==> src/rtl/serial_mag_comparator.sv <==
// Serial unsigned magnitude comparator.
// Resolves A vs B MSB-first, one 2-bit chunk per clock.
module serial_mag_comparator #(
   parameter int WIDTH = 8
) (
   input  logic             clk,
   input  logic             rst_n,
   input  logic             start,
   input  logic [WIDTH-1:0] A,
   input  logic [WIDTH-1:0] B,
   output logic             busy,
   output logic             done,
   output logic             A_gt_b,
   output logic             A_eq_b,
   output logic             A_lt_b
);

   localparam int NCHUNK = WIDTH / 2;
   localparam int IW = (NCHUNK > 1) ? $clog2(NCHUNK) : 1;
   localparam logic [IW-1:0] LAST = IW'(NCHUNK - 1);

   generate
      if ((WIDTH < 2) || ((WIDTH % 2) != 0)) begin : g_bad_width
         $error("WIDTH must be even and >= 2");
      end
   endgenerate

   typedef enum logic {
      IDLE,
      RUN
   } state_t;

   state_t           r_state;
   state_t           w_state_nx;
   logic [WIDTH-1:0] r_a;
   logic [WIDTH-1:0] r_b;
   logic [WIDTH-1:0] w_a_nx;
   logic [WIDTH-1:0] w_b_nx;
   logic [IW-1:0]    r_idx;
   logic [IW-1:0]    w_idx_nx;
   logic             r_done;
   logic             w_done_nx;
   logic             r_gt;
   logic             r_eq;
   logic             r_lt;
   logic             w_gt_nx;
   logic             w_eq_nx;
   logic             w_lt_nx;

   // Operands shift left each step, so the live chunk is always the top pair.
   logic [1:0] w_ca;
   logic [1:0] w_cb;
   logic       w_chunk_gt;
   logic       w_chunk_lt;

   assign w_ca       = r_a[WIDTH-1 -: 2];
   assign w_cb       = r_b[WIDTH-1 -: 2];
   assign w_chunk_gt = (w_ca > w_cb);
   assign w_chunk_lt = (w_ca < w_cb);

   always_ff @(posedge clk or negedge rst_n) begin
      if (!rst_n) begin
         r_state <= IDLE;
         r_a     <= '0;
         r_b     <= '0;
         r_idx   <= '0;
         r_done  <= 1'b0;
         r_gt    <= 1'b0;
         r_eq    <= 1'b0;
         r_lt    <= 1'b0;
      end else begin
         r_state <= w_state_nx;
         r_a     <= w_a_nx;
         r_b     <= w_b_nx;
         r_idx   <= w_idx_nx;
         r_done  <= w_done_nx;
         r_gt    <= w_gt_nx;
         r_eq    <= w_eq_nx;
         r_lt    <= w_lt_nx;
      end
   end

   always_comb begin
      w_state_nx = r_state;
      w_a_nx     = r_a;
      w_b_nx     = r_b;
      w_idx_nx   = r_idx;
      w_done_nx  = 1'b0;
      w_gt_nx    = r_gt;
      w_eq_nx    = r_eq;
      w_lt_nx    = r_lt;
      unique case (r_state)
         IDLE: begin
            if (start) begin
               w_state_nx = RUN;
               w_a_nx     = A;
               w_b_nx     = B;
               w_idx_nx   = '0;
               w_gt_nx    = 1'b0;
               w_eq_nx    = 1'b0;
               w_lt_nx    = 1'b0;
            end
         end
         RUN: begin
            unique case (1'b1)
               w_chunk_gt: begin
                  w_gt_nx    = 1'b1;
                  w_done_nx  = 1'b1;
                  w_state_nx = IDLE;
               end
               w_chunk_lt: begin
                  w_lt_nx    = 1'b1;
                  w_done_nx  = 1'b1;
                  w_state_nx = IDLE;
               end
               default: begin
                  if (r_idx == LAST) begin
                     w_eq_nx    = 1'b1;
                     w_done_nx  = 1'b1;
                     w_state_nx = IDLE;
                  end else begin
                     w_idx_nx = r_idx + 1'b1;
                     w_a_nx   = r_a << 2;
                     w_b_nx   = r_b << 2;
                  end
               end
            endcase
         end
         default: w_state_nx = IDLE;
      endcase
   end

   assign busy   = (r_state == RUN);
   assign done   = r_done;
   assign A_gt_b = r_gt;
   assign A_eq_b = r_eq;
   assign A_lt_b = r_lt;

endmodule

==> config.mk <==
export PLATFORM = sky130hd
export DESIGN_NAME = serial_mag_comparator
export DESIGN_NICKNAME = d
export VERILOG_FILES = /design/src/rtl/serial_mag_comparator.sv
export SDC_FILE = /design/constraint.sdc
export NUM_CORES = 1
export LEC_CHECK = 0
export ABC_CLOCK_PERIOD_IN_PS = 1340
export CORE_MARGIN = 1.5
export CORE_UTILIZATION = 25
export DETAILED_ROUTE_END_ITERATION = 16
export PLACE_DENSITY = 0.52
export SLEW_MARGIN = 40
export SYNTH_ARGS = -nofsm -noshare
export SYNTH_HDL_FRONTEND = slang
export SYNTH_SLANG_ARGS = --single-unit
==> constraint.sdc <==
create_clock -name clk -period 1.34 [get_ports clk]
set_clock_uncertainty 0.05 [all_clocks]
set_input_delay 0.268 -clock clk [delete_from_list [all_inputs] [get_ports clk]]
set_output_delay 0.268 -clock clk [all_outputs]
set_load 0.01 [all_outputs]
==> results.md, run 1 <==
- Clock-pin slew was measured on the worst setup and hold paths at roughly 0.090 ns.
- The number of buffers added by the clock tree synthesis step is 3.
- The headroom to the max-slew limit is 0.835.
- After synthesis, the largest family of logic cells by area is compound AO/OA/AOI/OAI gates.
- The data required time at the worst endpoint is 1.44 ns.
- The combined buffer and inverter count along the critical path is 2.
- By area the synthesized netlist is led by dfrtp_1, o31ai_2, nand4_1.
- The number of violations reported at the end of detailed-routing iteration 0 is 77.
- For the pin with the worst max-slew slack, the measured transition is approximately 0.25 ns.
- For this run, the share of the core covered by cells in the final layout is 0.410.
- The global router's overall resource usage is 0.145.
- The clock network latency to the later pin of the worst-skew pair is roughly 0.27 ns.
- The die span in x is around 80 um.
- The region available for standard cell placement spans between 5000 and 6000 um2.
- The slowest stage cell on the critical path is dfrtp_1.
- On the final layout, the worst hold slack is approximately 0.29 ns.
- Of all flip-flops after synthesis, the portion carrying an async set or reset was 1.00.
- In this run the count of I/O pins placed on the die edge is 24.
- The largest voltage drop on the vdd net is approximately 0.97 mV.
- Walking the worst path, the cells encountered are inv_2 > ha_4 > and2b_4 > clkbuf_16 > o31ai_4 > a31oi_1.
- The largest fanout on the critical path is 5.
- The maximum operating frequency is ~670 MHz.
- The largest total area in the synthesized netlist belongs to dfrtp_1.
- The first global-routing pass estimated 7020 um of wire.
- The area of the mapped netlist is around 1500 um2.
- Of the total synthesized cell area, the portion taken by full adders, half adders and majority gates is 0.0254.
- In the final layout, flip-flops and latches occupy between 500 and 600 um2.
- Using the TritonRoute via totals, the vias-per-cell ratio works out to 4.96.
- The number of nets in the synthesized netlist is between 150 and 200.
- The run finished, with violations left.
- The clock passes through at most 2 buffers.
- The via count of the first global-routing pass is between 1,000 and 1,500.
- The critical path's top delay family is flip-flops.
- The tool flagged a number of max-cap violations equal to 0.
- The number of nets in the finished design is 218.
- Of the cells placed in the final design, the portion with a size suffix greater than 1 is 0.369.
- The row count is 27.
- The most frequent cell after synthesis is dfrtp_1.
- The remaining design rule violation count is 0.
- Of the post-synthesis cell area, the part taken by muxes is 0.0338.
- The flip-flop and latch count after synthesis is 23.
- Setup violations remaining at the end of the flow were counted as 20.
- The detail route stage leaves a number of antenna-violating nets equal to 0.
- The XOR/XNOR share of the synthesized area is 0.
- The static leakage is 0.932 nW.
- On the worst path, the slowest cell contributes a delay of about 0.40 ns.
- The minimum clock period after layout is 1.50 ns.
- The aggregate global routing overflow is 0.
- The half-perimeter wire length after detailed placement is just under 3000 um.
- The number of H-tree branching levels is 1.
- The count of buffers inserted at the top-level ports is 23.
- The combined area of the multi-input logic cells is 910 um2.
- The number of vias in the routed layout is between 1,000 and 1,500.
- The power density normalized to cell area is 2680 nW/um2.
- The netlist uses 38 different library cells.
- Setup slack on the critical path of the routed design comes to -0.161 ns.
- The worst hold path belongs to the class in2async.
- In this run, post-CTS hold repair placed 0 buffers.
- Fill cells in the final layout number 573.
- The worst setup path is of the reg2reg kind.
- The commonest cells after synthesis are dfrtp_1, nand4_1, a31oi_1.
- The share of synthesized area in the top cell type comes to 0.389.
- CTS saw 23 sinks.
- For this configuration, the core starts out at a cell density of 0.264.
- The main flop type after synthesis is dfrtp_1.
- The area growth from synthesis to final layout is 55.3%.
- The number of flops mapped to enable cells by yosys is 0.
- The final wirelength is between 4000 and 5000 um.
- The complex-gate fraction of the synthesized area came to 0.276.
- The antenna diode count is 0.
- The tree is rooted in a clkbuf_8.
- Once layout is complete, the cells apart from fillers number about 270.
- TritonCTS built the clock tree.
- The initial antenna violation count is 0.
- STA puts the critical path data arrival time at approximately 1.6 ns.
- Entering global routing, the biggest net connects 27 pins.
- The area share of and/or/nand/nor cells after synthesis is 0.182.
- The congestion estimate from routability-driven global placement came to 0.770.
- The die covers between 6000 and 7000 um2.
- Setup repair after global routing could not meet its margin everywhere.
- The final hold violation count was 0.
- Measured along the y axis, the die boundary spans ~80 um.
- In the finished design, the share of the clock period the worst path needs comes to 1.12.
- The checks that failed: setup timing.
- STA classifies the critical path startpoint as a flop.
- The overall power is about 6 mW.
- For this run, the number of Yosys warnings is 0.
- The first detailed-routing pass ran for 4 iterations.
- The number of placed instances, taps included is 258.
- The final-report max-slew violation count is 0.
- The critical path capture point type is a flop.
- The mean routed wirelength per cell is ~16 um.
- The average footprint of a synthesized cell is around 10 um2.
- The post-synthesis instance total is 146.
- The proportion of synthesized chip area in sequential cells is 0.389.
-- final timing paths --
kind | start | end | slack (ns) | depth (start not counted)
max in group asynchronous | rst_n | r_a[3] | 0.79 | 2
min in group clk | A_lt_b | A_lt_b | 0.43 | 2
max | r_b[7] | r_b[5] | -0.16 | 6
min | rst_n | A_lt_b | 0.29 | 2
max reg2reg | r_b[7] | r_b[5] | -0.16 | 6
min reg2reg | A_lt_b | A_lt_b | 0.43 | 2
-- cells by family after synthesis --
group | after synthesis
AOI/OAI and AO/OA | 48
and+or+nand+nor | 45
DFF | 23
buffers and inverters | 22
muxes | 5
adders and majority gates | 3
-- registers in the layout (all words and copies together) (netlist names) --
name,cells
busy,1
r_b,8
done,1
r_a,8
A_eq_b,1
r_idx,2
A_gt_b,1
A_lt_b,1
-- metrics by stage --
stage	setup TNS (ns)	cell area [um2]	worst slack (ns)
finish	-2.06	2300	-0.161
detailed placement	-3.46	2070	-0.234
CTS	-2.06	2200	-0.149
floorplan	-0.489	1530	-0.0462
global placement	-2.88	2070	-0.175
global route	-3.48	2300	-0.236
-- report_power, final --
| part | internal, mW | switching, mW | leakage (nW) |
|---|---|---|---|
| Clock | 0.209 | 0.253 | 0.0255 |
| Combinational | 2.34 | 2.02 | 0.627 |
| Sequential | 1.03 | 0.303 | 0.279 |
-- placed cells by master, fill, tap and decap left out, types with 4 or more instances in the layout --
| cell | instances |
|---|---|
| a211oi_1 | 8 |
| o31ai_4 | 6 |
| dfrtp_1 | 23 |
| a31oi_1 | 11 |
| buf_6 | 5 |
| and2_1 | 4 |
| clkdlybuf4s50_1 | 18 |
| mux2i_1 | 5 |
| buf_4 | 21 |
| dlygate4sd2_1 | 5 |
| inv_2 | 4 |
| o31ai_2 | 4 |
| nand2_1 | 9 |
| buf_12 | 9 |
| nand4_1 | 12 |
| nor2b_1 | 5 |
-- area by class of cell --
type	count	share of cell area
Inverter	8	0.0142
Tap cell	72	0.0392
Clock buffer	3	0.0180
Sequential cell	23	0.251
Multi-Input combinational cell	101	0.396
Clock inverter	1	0.00218
Timing Repair Buffer	59	0.280
-- what timing repair did --
| item | CTS | global route |
|---|---|---|
| setup endpoints to repair | 26 | 22 |
| pin swaps | 20 | 13 |
| cloned | 0 | 1 |
| resized for setup | 19 | 8 |
| setup buffers | 1 | 3 |
-- metal layers --
| layer | up-vias | wire, um | GRT usage |
|---|---|---|---|
| met1 | 646 | 2030 | 0.199 |
| met3 | 5 | 118 | 0.0229 |
| met4 | 0 | 56 | 0.0517 |
| li1 | 651 | - | - |
| met5 | - | 0 | 0 |
| met2 | 23 | 2120 | 0.228 |
(Power assumes the default switching activity.)
==> run 2, diff against run 1 <==
--- a/config.mk
+++ b/config.mk
@@ -5,6 +5,7 @@
 export SDC_FILE = /design/constraint.sdc
 export NUM_CORES = 1
 export LEC_CHECK = 0
+export ABC_AREA = 0
 export ABC_CLOCK_PERIOD_IN_PS = 1340
 export CORE_MARGIN = 1.5
 export CORE_UTILIZATION = 25
==> results of run 2 <==
Same layout as run 1: the final DEF is identical, and so are final timing and power.
==> run 3, diff against run 2 <==
--- a/config.mk
+++ b/config.mk
@@ -8,9 +8,9 @@
 export ABC_AREA = 0
 export ABC_CLOCK_PERIOD_IN_PS = 1340
 export CORE_MARGIN = 1.5
-export CORE_UTILIZATION = 25
+export CORE_UTILIZATION = 48
 export DETAILED_ROUTE_END_ITERATION = 16
-export PLACE_DENSITY = 0.52
+export PLACE_DENSITY = 0.83
 export SLEW_MARGIN = 40
 export SYNTH_ARGS = -nofsm -noshare
 export SYNTH_HDL_FRONTEND = slang
==> run 3 against run 2 <==
Against the previous run:
- the flow still finishes with violations (setup timing)
- clock power is 25% lower
- via count rose by 5.6%
- count of clock-buffer cells in the layout stayed put
- first-iteration DRC count decreased by 14%
- combinational power down 7.8%
- register-to-register slack worse by 0.03 ns
- sequential power barely moved
- critical path depth shrank 1
- die area is 46% lower
- critical endpoint is now r_a[6]
- largest power group unchanged
==> results.md, run 3 (synthesis gave the netlist of run 1 again) <==
- The total clock sinks is 23.
- Measured along the x axis, the die boundary spans between 50 and 60 um.
- The core outline area is between 2000 and 3000 um2.
- After layout, the worst setup slack is -0.186 ns.
- The tool flagged a number of max-cap violations equal to 0.
- The routed design could run at a clock period as short as about 1.5 ns.
- Setup repair after global routing could not meet its margin everywhere.
- Using the TritonRoute via totals, the vias-per-cell ratio works out to roughly 6.4.
- The count of buffers inserted at the top-level ports is 23.
- Setup violations remaining at the end of the flow were counted as 21.
- The number of buffers added by the clock tree synthesis step is 3.
- The largest registers in the layout are r_a: 8 flops, r_b: 8 flops, r_idx: 2 flops.
- The initial core utilization is 0.523.
- The critical register-to-register path endpoint is r_a[6].
- The first detailed-routing pass ran for 4 iterations.
- The classification of the worst setup path is reg2reg.
- After floorplanning, the core was divided into 19 placement rows.
- The worst-case IR drop observed on VDD is 2.04 mV.
- The launch point of the worst path is r_a[7].
- In this run the worst path has a maximum fanout of 9.
- The library cell used most frequently in the layout, excluding fill and tap cells, is buf_4.
- Of the cells placed in the final design, the portion with a size suffix greater than 1 is 0.354.
- The clock transition at the registers of the reported paths is about 0.15 ns.
- The worst register-to-register path begins at r_a[7].
- The remaining design rule violation count is 0.
- Relative to the synthesized area, the layout overhead comes to 40.9%.
- In this run the static leakage power is around 0.85 nW.
- In this run the power density over the cells is ~2700 nW/um2.
- The floorplan step set the die height to 58.5 um.
- Based on the critical path, the design can be clocked at up to 655 MHz.
- In the final routed layout, each cell accounts on average for 17.9 um.
- The share of the clock period used by the worst path after layout is 1.14.
- The final hold violation count is 0.
- The number of vias in the routed layout is approximately 1,400.
- The half-perimeter wire length after detailed placement is approximately 2600 um.
- On the critical path the largest part of the delay comes from flip-flops.
- The congestion estimate from routability-driven global placement came to approximately 0.83.
- In this run the number of H-tree levels came out at 1.
- The longest clock path from root to sink contains 2 buffers.
- The cell sitting at the root of the clock tree is a clkbuf_4.
- The class of the tightest hold or removal check is in2async.
- For this run the aggregate overflow at the end of global routing stands at 0.
- Traced cell by cell, the critical path runs through ha_4 > and2b_4 > buf_12 > o31ai_4 > a31oi_1.
- Entering global routing, the biggest net connects 24 pins.
- The final-layout fill cell count is around 210.
- The number of antenna-violating nets in the routed design is 0.
- The via count of the first global-routing pass is about 1,300.
- The I/O pin count is 24.
- The worst setup path is captured at a flop.
- The run finished, with violations left.
- Measured against its own limit, the worst slew margin works out to 0.744.
- The clock network latency to the later pin of the worst-skew pair is 0.33 ns.
- The net count of the finished layout is roughly 210.
- The slowest stage cell on the critical path is dfrtp_1.
- The initial antenna violation count came to 0.
- The worst setup path is launched from a flop.
- The die covers between 3000 and 4000 um2.
- Prior to clock tree synthesis, the placed netlist has a worst setup slack of -0.222 ns.
- The largest single stage delay on the critical path is about 0.46 ns.
- STA puts the critical path data arrival time at roughly 1.7 ns.
- In the global route stage, overall resource usage came out at 0.245.
- The final sum of negative setup slack is -2.72 ns.
- The number of violations reported at the end of detailed-routing iteration 0 is between 60 and 70.
- At the pin with the least slew margin, the transition time is roughly 0.38 ns.
- TritonCTS built the clock tree.
- Counting both buffers and inverters, the worst setup path holds a total of 1.
- The worst register-to-register path has a depth of 5.
- The library cells used most frequently in the layout, excluding fill and tap cells, are buf_4, dfrtp_1, clkdlybuf4s50_1.
- The checks that failed: setup timing.
- After detailed routing, the total wire length is 3940 um.
- 0 antenna diodes ended up in the layout.
- The worst setup slack for register-to-register paths is -0.19 ns.
- The data required time at the worst endpoint is 1.56 ns.
- The first-pass GRT wire length is approximately 6400 um.
- The final-report max-slew violation count was 0.
==> run 3: report_power, final <==
group	internal, mW	leakage [nW]	switching, mW
Clock	0.112	0.0177	0.233
Sequential	1.03	0.279	0.294
Combinational	2.07	0.555	1.94
Total	3.21	0.852	2.47
==> run 3: worst max path at each step <==
| stage | slack (ns) | end | depth (start not counted) |
|---|---|---|---|
| after floorplan | -0.05 | r_b[7] | 7 |
| after global routing | -0.23 | r_b[4] | 5 |
| final | -0.19 | r_a[6] | 5 |
| after global placement | -0.16 | r_b[0] | 6 |
| after CTS | -0.16 | r_idx[1] | 5 |
| after detailed placement | -0.22 | r_b[7] | 5 |
==> run 3: layout make-up <==
cell class,instances,area [um2],area share
multi-input cells,101,897,0.431
flip-flops and latches,23,576,0.276
repair buffers,53,512,0.246
well taps,31,38.8,0.0186
inverters,8,32.5,0.0156
clock buffers,3,22.5,0.0108
clock inverters,1,5.00,0.00240
==> run 3: what timing repair did <==
action	in CTS	in global routing
pin swaps	3	6
hold buffers	0	0
setup endpoints to repair	27	26
gates resized for setup	12	14
buffers inserted	1	2
==> run 3: stage by stage <==
step	cells	hold slack, ns	utilization	power, mW	cell area (um2)
2_1_floorplan	146	-0.0776	-	3.54	1530
3_5_place_dp	214	0.448	0.688	4.75	1950
4_1_cts	219	0.231	0.712	5.33	2010
5_1_grt	220	0.244	0.736	5.99	2080
6_report	220	0.215	0.736	5.68	2080
3_3_place_gp	214	0.445	0.688	4.61	1950
==> run 3: routing by layer <==
layer	part of all wire	wire length, um	GRT usage
met2	0.50	1960	0.385
met1	0.43	1700	0.338
met3	0.061	241	0.0462
met5	0	0	0
met4	0.011	42	0.0831
